--- src/rtl/rf_pkg.sv ---
// Shared sizes and types for the register-file write-side controller.
package rf_pkg;

    localparam int unsigned NUM_REGS = 32;
    localparam int unsigned ADDR_W   = $clog2(NUM_REGS);
    localparam int unsigned DATA_W   = 32;

    typedef logic [ADDR_W-1:0] reg_addr_t;
    typedef logic [DATA_W-1:0] reg_data_t;

    typedef struct packed {
        reg_addr_t rd;
        reg_data_t data;
    } wb_req_t;

    typedef enum logic {
        SRC_WB0 = 1'b0,
        SRC_WB1 = 1'b1
    } wb_src_t;

endpackage

--- src/rtl/rf_wb_arbiter.sv ---
// Two-source writeback arbiter feeding a one-entry valid/ready output stage.
module rf_wb_arbiter
    import rf_pkg::*;
#(
    parameter bit RR_EN = 1'b1
) (
    input  logic    clk_i,
    input  logic    rst_ni,
    input  logic    wb0_valid_i,
    output logic    wb0_ready_o,
    input  wb_req_t wb0_req_i,
    input  logic    wb1_valid_i,
    output logic    wb1_ready_o,
    input  wb_req_t wb1_req_i,
    output logic    rf_valid_o,
    input  logic    rf_ready_i,
    output wb_req_t rf_req_o
);

    wb_src_t last_q;
    logic    rf_valid_q;
    wb_req_t rf_req_q;
    logic    slot_free;
    logic    pick1;
    logic    grant0;
    logic    grant1;
    wb_req_t win_req;

    always_comb begin
        slot_free = !rf_valid_q || rf_ready_i;
        // wb1 wins when alone, or when contested and wb0 had the previous turn
        pick1     = wb1_valid_i && (!wb0_valid_i || (RR_EN && (last_q == SRC_WB0)));
        grant0    = slot_free && wb0_valid_i && !pick1;
        grant1    = slot_free && pick1;
        win_req   = pick1 ? wb1_req_i : wb0_req_i;
    end

    always_ff @(posedge clk_i or negedge rst_ni) begin
        if (!rst_ni) begin
            last_q     <= SRC_WB1;
            rf_valid_q <= 1'b0;
            rf_req_q   <= '0;
        end else if (grant0 || grant1) begin
            last_q     <= grant1 ? SRC_WB1 : SRC_WB0;
            // x0 writes are consumed here and never reach the register file
            rf_valid_q <= (win_req.rd != '0);
            if (win_req.rd != '0) begin
                rf_req_q <= win_req;
            end
        end else if (rf_ready_i) begin
            rf_valid_q <= 1'b0;
        end
    end

    assign wb0_ready_o = grant0;
    assign wb1_ready_o = grant1;
    assign rf_valid_o  = rf_valid_q;
    assign rf_req_o    = rf_req_q;

endmodule

--- src/rtl/regfile_wb_scoreboard.sv ---
// Register-file write-side controller: writeback arbitration plus busy scoreboard
// that stalls issue on RAW/WAW hazards until the pending write commits.
module regfile_wb_scoreboard
    import rf_pkg::*;
#(
    parameter bit RR_EN = 1'b1
) (
    input  logic                clk_i,
    input  logic                rst_ni,
    input  logic                issue_valid_i,
    output logic                issue_ready_o,
    input  logic [ADDR_W-1:0]   issue_rs1_i,
    input  logic [ADDR_W-1:0]   issue_rs2_i,
    input  logic [ADDR_W-1:0]   issue_rd_i,
    input  logic                issue_we_i,
    input  logic                wb0_valid_i,
    output logic                wb0_ready_o,
    input  logic [ADDR_W-1:0]   wb0_rd_i,
    input  logic [DATA_W-1:0]   wb0_data_i,
    input  logic                wb1_valid_i,
    output logic                wb1_ready_o,
    input  logic [ADDR_W-1:0]   wb1_rd_i,
    input  logic [DATA_W-1:0]   wb1_data_i,
    output logic                rf_valid_o,
    input  logic                rf_ready_i,
    output logic                rf_wr_en_o,
    output logic [ADDR_W-1:0]   rf_rd_addr_o,
    output logic [DATA_W-1:0]   rf_rd_data_o,
    output logic [NUM_REGS-1:0] busy_o
);

    localparam logic [NUM_REGS-1:0] X0_MASK = {{(NUM_REGS-1){1'b1}}, 1'b0};

    logic [NUM_REGS-1:0] busy_q;
    logic [NUM_REGS-1:0] set_vec;
    logic [NUM_REGS-1:0] clr_vec;
    wb_req_t             wb0_req;
    wb_req_t             wb1_req;
    wb_req_t             rf_req;

    assign wb0_req = '{rd: wb0_rd_i, data: wb0_data_i};
    assign wb1_req = '{rd: wb1_rd_i, data: wb1_data_i};

    rf_wb_arbiter #(
        .RR_EN (RR_EN)
    ) u_arb (
        .clk_i       (clk_i),
        .rst_ni      (rst_ni),
        .wb0_valid_i (wb0_valid_i),
        .wb0_ready_o (wb0_ready_o),
        .wb0_req_i   (wb0_req),
        .wb1_valid_i (wb1_valid_i),
        .wb1_ready_o (wb1_ready_o),
        .wb1_req_i   (wb1_req),
        .rf_valid_o  (rf_valid_o),
        .rf_ready_i  (rf_ready_i),
        .rf_req_o    (rf_req)
    );

    assign rf_wr_en_o   = rf_valid_o;
    assign rf_rd_addr_o = rf_req.rd;
    assign rf_rd_data_o = rf_req.data;

    // Registered busy only: a commit becomes visible to issue one cycle later
    assign issue_ready_o = !busy_q[issue_rs1_i] && !busy_q[issue_rs2_i]
                        && !(issue_we_i && busy_q[issue_rd_i]);

    always_comb begin
        set_vec = '0;
        clr_vec = '0;
        if (issue_valid_i && issue_ready_o && issue_we_i && (issue_rd_i != '0)) begin
            set_vec[issue_rd_i] = 1'b1;
        end
        if (rf_valid_o && rf_ready_i) begin
            clr_vec[rf_rd_addr_o] = 1'b1;
        end
    end

    always_ff @(posedge clk_i or negedge rst_ni) begin
        if (!rst_ni) begin
            busy_q <= '0;
        end else begin
            busy_q <= ((busy_q & ~clr_vec) | set_vec) & X0_MASK;
        end
    end

    assign busy_o = busy_q;

endmodule
--- config.mk ---
export PLATFORM = sky130hd
export DESIGN_NAME = regfile_wb_scoreboard
export DESIGN_NICKNAME = d
export VERILOG_FILES = /design/src/rtl/rf_pkg.sv /design/src/rtl/rf_wb_arbiter.sv /design/src/rtl/regfile_wb_scoreboard.sv
export SDC_FILE = /design/constraint.sdc
export NUM_CORES = 1
export LEC_CHECK = 0
export CAP_MARGIN = 10
export CORE_UTILIZATION = 35
export CTS_CLUSTER_DIAMETER = 30
export DETAILED_ROUTE_END_ITERATION = 12
export PLACE_DENSITY = 0.69
export SLEW_MARGIN = 0
export SYNTH_ARGS = -nofsm -noshare
export SYNTH_HDL_FRONTEND = slang
export SYNTH_HIERARCHICAL = 1
export SYNTH_SLANG_ARGS = --single-unit
--- constraint.sdc ---
create_clock -name clk_i -period 2.79 [get_ports clk_i]
set_clock_uncertainty 0.15 [all_clocks]
set_input_delay 0.558 -clock clk_i [delete_from_list [all_inputs] [get_ports clk_i]]
set_output_delay 0.558 -clock clk_i [all_outputs]
set_load 0.01 [all_outputs]
# ---- After elaboration in Yosys (flattened, before gate mapping)
# Cells that the tools add are included.
dict set report totals {
  register_bits 70
  in_bits 96
  output_inout_bits 74
  word_cells 57
}
dict set report op_classes {
  n_lt_le_gt_ge 6
  mux 16
  bitwise 4
  reduce_logical 26
}
# op n
set ops {}
lappend ops {{$mux 32} 2}
lappend ops {{$mux 37} 1}
lappend ops {{$and 32x32->32} 1}
lappend ops {{$not 32->32} 1}
lappend ops {{$or 32x32->32} 1}
lappend ops {{$lt 5x6->1 const B} 4}
lappend ops {{$bmux 1 s5} 3}
lappend ops {{$logic_and 1x1->1} 13}
lappend ops {{$demux 1 s5} 2}
lappend ops {{$ge 5x1->1 const B} 2}
lappend ops {{$reduce_bool 5->1} 2}
lappend ops {{$mux 1} 8}
lappend ops {{$logic_not 1->1} 6}
lappend ops {{$logic_or 1x1->1} 3}
lappend ops {{$reduce_and 2->1} 1}
lappend ops {{$reduce_bool 2->1} 1}
lappend ops {{$not 1->1} 1}

# ---- Logic depth before layout (Yosys ltp)
dict set report logic_depth {
  ltp_word 10
  mapped_depth 7
  ltp_nobuf 6
}

# ---- Hierarchy
# The synthesis kept the hierarchy.
# module instances cells_each area_per_inst_um2 seq_area_each_um2
set by_module_without_submodules {}
lappend by_module_without_submodules {rf_wb_arbiter 1 219 2219.6 977.2}
lappend by_module_without_submodules {regfile_wb_scoreboard 1 214 2164.6 775.7}

# ---- Worst setup path after synthesis
# No wires, ideal clock.
dict set report synth_path {
  path_kind {input-to-output}
  from {input port issue_rd_i[1]}
  to {output port issue_ready_o}
  arrival_time_ns 2.197
  required_ns 2.082
  setup_slack_ns -0.115
  stages 6
  n_path_buf 1
  cell_sequence {clkbuf_1 -> mux2i_1 -> o22ai_1 -> or4_1 -> mux2_2 -> a21oi_1}
}
dict set report synth_via {
  elab_chain_cells 5
}
# item line
set synth_rtl {}
lappend synth_rtl {{start: declaration} regfile_wb_scoreboard.sv:14} ;# input logic [ADDR_W-1:0] issue_rd_i,
lappend synth_rtl {{$bmux 1 s5} regfile_wb_scoreboard.sv:66} ;# && !(issue_we_i && busy_q[issue_rd_i]);
lappend synth_rtl {{$mux 1 (implied by the code)} regfile_wb_scoreboard.sv:66}
lappend synth_rtl {{$logic_and 1x1->1} regfile_wb_scoreboard.sv:66}
lappend synth_rtl {{$logic_not 1->1} regfile_wb_scoreboard.sv:66}
lappend synth_rtl {{$logic_and 1x1->1} regfile_wb_scoreboard.sv:66}
lappend synth_rtl {{end: declaration} regfile_wb_scoreboard.sv:11} ;# output logic issue_ready_o,
# No other way between the ends. The select of a mux whose other input is x is not followed.

# ---- Worst setup path in the final report
# Same ends and word-level chain as after synthesis.

==> results.sh <==
export IMPL_track_usage_pct=22.8
export IMPL_fin_tns_setup_ps=-156
export IMPL_synth_top_family_by_area="multiplexers"
export IMPL_die_y_um=114
export IMPL_ys_warn_count=6
export IMPL_violations="setup timing"
export IMPL_h_tree_depth=3
export IMPL_dieWidth_um=114
export IMPL_initial_core_util_pct=36.2
export IMPL_tritoncts="yes"
export IMPL_place_gp_congestion=1.02
export IMPL_clkSlewWorstSetupHoldPaths_ps=60
export IMPL_ir_worst_vdd_v=0.000350
export IMPL_synth_compound_area_share_pct=13.5
export IMPL_diodes=0
export IMPL_seq_area_frac_synth_pct=40.0
export IMPL_ys_seq_elements=70
export IMPL_drv_cap=0
export IMPL_drtIter0Drc=291
export IMPL_postCtsHoldBufs=0
export IMPL_synthAdderAreaFrac_pct=0
export IMPL_die_area_um2=13000
export IMPL_grt_setup_unrepaired="true"
export IMPL_critPathArrivalTime_ps=2240
export IMPL_timing_final_ws_setup_ps=-156
export IMPL_post_drt_via_cell_ratio=5.22
export IMPL_synth_area_mux_share_pct=23.6
export IMPL_synth_cell_type_count=52
export IMPL_ys_async_sr_fraction_pct=100
export IMPL_final_max_slew_viol_count=0
export IMPL_cts_buffers=9
export IMPL_dp_hpwl_mm=11.4
export IMPL_synth_nets=529
export IMPL_fin_crit_sh_pct=106
export IMPL_yosys_area_share_xor_xnor_pct=0
export IMPL_worstPathRequired_ps=2080
export IMPL_first_pass_iters=5
export IMPL_synthTopCellsByArea="dfrtp_1, mux2_4, nand2_1, mux2i_1, mux4_2"
export IMPL_routedWlPerCell_um=17.3
export IMPL_drc=0
export IMPL_insertion_delay_ps=340
export IMPL_grt_pass1_vias=4376
export IMPL_ys_flop_type="dfrtp_1"
export IMPL_synth_top_area_share_pct=39.4
export IMPL_ios=170
export IMPL_final_min_clock_period_ps=2950
export IMPL_antenna_left=0
export IMPL_vias=4392
export IMPL_setup_worst_path_start="issue_rd_i[1]"
export IMPL_crit_fanout=8
export IMPL_synthCells=433
export IMPL_syn_to_final_growth_pct=61.8
export IMPL_hold_viol=0
export IMPL_outcome="finished with violations"
export IMPL_r2r_setup_slack_ps=220
export IMPL_nets=764
export IMPL_fmaxAchievable_mhz=339
export IMPL_routed_wl_mm=14.6
export IMPL_rr_startpoint="busy_o[17]$_DFF_PN0_"
export IMPL_grt_start_max_net_pins=53
export IMPL_n_fill_cell=1054
export IMPL_hp_class="input port to asynchronous set/reset pin"
export IMPL_worst_r2r_cell_count=9
export IMPL_grt_pass1_wl_mm=22.6
export IMPL_setup_viol=1
export IMPL_p_per_area_nw_per_um2=627
export IMPL_fp_row_count=40
export IMPL_yosys_area_top_type="dfrtp_1"
export IMPL_endpoint="issue_ready_o"
export IMPL_leakage_uw=0.00316
export IMPL_clock_sinks=70
export IMPL_critPathCaptureType="output port"
export IMPL_yosysMostFrequentCell="nand2_1"
export IMPL_layout_drive_gt1_share_pct=25.9
export IMPL_synth_common_cells="nand2_1, dfrtp_1, o21ai_0"
export IMPL_yosys_area_share_simple_pct=19.4
export IMPL_grt_overflow=0
export IMPL_synth_edff_count=0
export IMPL_cts_root_buf="clkbuf_16"
export IMPL_coreArea_um2=12100
export IMPL_numPortBuffers=168
export IMPL_crit_type="input port to output port"
export IMPL_postSynthAreaPerCell_um2=10.1
export IMPL_antenna_found_initial=0
export IMPL_cp_start_kind="input port"
export IMPL_power_total_uw=4450
export IMPL_regToRegEndpoint="busy_o[1]$_DFF_PN0_"
export IMPL_syn_cell_area_um2=4380
export IMPL_clockBufferDepth=2
==> flip-flops by register name, indices dropped and copies added (netlist names) <==
name              flops
busy_o               31
u_arb/last_q          1
u_arb/rf_req_o       37
u_arb/rf_valid_o      1
==> power breakdown <==
| part | switching, uW | internal (uW) |
|---|---|---|
| combinational | 727 | 1090 |
| sequential | 239 | 1240 |
| clock | 429 | 716 |
==> layer usage <==
metal | global-route usage [%] | share of wire (%) | wire length (um) | up-vias
li1 | - | - | - | 2050
met1 | 26.3 | 39 | 5750 | 2068
met2 | 39.7 | 49 | 7180 | 243
met3 | 5.69 | 8.6 | 1260 | 31
met4 | 10.6 | 2.7 | 391 | 0
met5 | 0 | 0 | 0 | -
==> worst min path at each step <==
stage / start / to
after CTS: rst_ni / u_arb/rf_req_o[11]$_DFFE_PN0P_
after global routing: rst_ni / u_arb/rf_req_o[2]$_DFFE_PN0P_
final: rst_ni / u_arb/rf_req_o[11]$_DFFE_PN0P_
after global placement: u_arb/rf_req_o[21]$_DFFE_PN0P_ / u_arb/rf_req_o[21]$_DFFE_PN0P_
after floorplan: rst_ni / busy_o[10]$_DFF_PN0_
after detailed placement: u_arb/rf_req_o[7]$_DFFE_PN0P_ / u_arb/rf_req_o[7]$_DFFE_PN0P_
==> per-stage QoR <==
step	util, %	setup slack [ps]	instance area, um^2	cells	hold slack [ps]
2_1_floorplan	-	5.27	4400	433	112
3_3_place_gp	55.2	-1010	6690	817	339
3_5_place_dp	55.2	-1040	6690	817	345
4_1_cts	58.4	-191	7080	840	28.7
5_1_grt	58.6	-215	7090	841	60.7
6_report	58.6	-156	7090	841	24.1
==> placed cells by master, fill, tap and decap left out, types with 6 or more instances in the layout <==
master / count
mux2_1: 6
clkdlybuf4s50_1: 154
mux2i_1: 22
o22ai_1: 13
clkbuf_16: 9
mux4_2: 9
mux2_2: 8
nor2_1: 7
dfrtp_1: 69
nand3b_1: 6
o21ai_1: 31
o21ai_0: 34
nor3_1: 6
buf_4: 71
mux2_4: 29
nand2_1: 106
==> what timing repair did <==
item / 4_1_cts / 5_1_grt
setup buffers: 6 / 1
gates resized for setup: 37 / 13
pin swaps: 3 / 3
cloned: 1 / 0
hold endpoints to repair: 0 / 0
endpoints found under the setup margin: 34 / 1
==> cells by family after synthesis <==
logic type | after synthesis
AO/OA/AOI/OAI | 98
multiplexers | 76
other | 1
buffers and inverters | 23
flip-flops | 70
AND/OR/NAND/NOR | 165
==> final cells by class <==
type / instances / area [um^2] / share of cell area [%]
multi-input cells: 340 / 2520 / 35.6
repair buffers: 245 / 2300 / 32.4
flip-flops and latches: 70 / 1750 / 24.7
clock buffers: 11 / 243 / 3.42
well taps: 168 / 210 / 2.96
clock inverters: 5 / 58.8 / 0.829
inverters: 2 / 7.51 / 0.106
==> worst max-delay path: stages <==
cell and delay [ps]:
buf_4 130, buf_12 140, mux2i_1 220, o22ai_1 110
or4_4 530, mux2_2 290, a21oi_2 120, buf_2 140
Power figures use the tool's default switching activity.
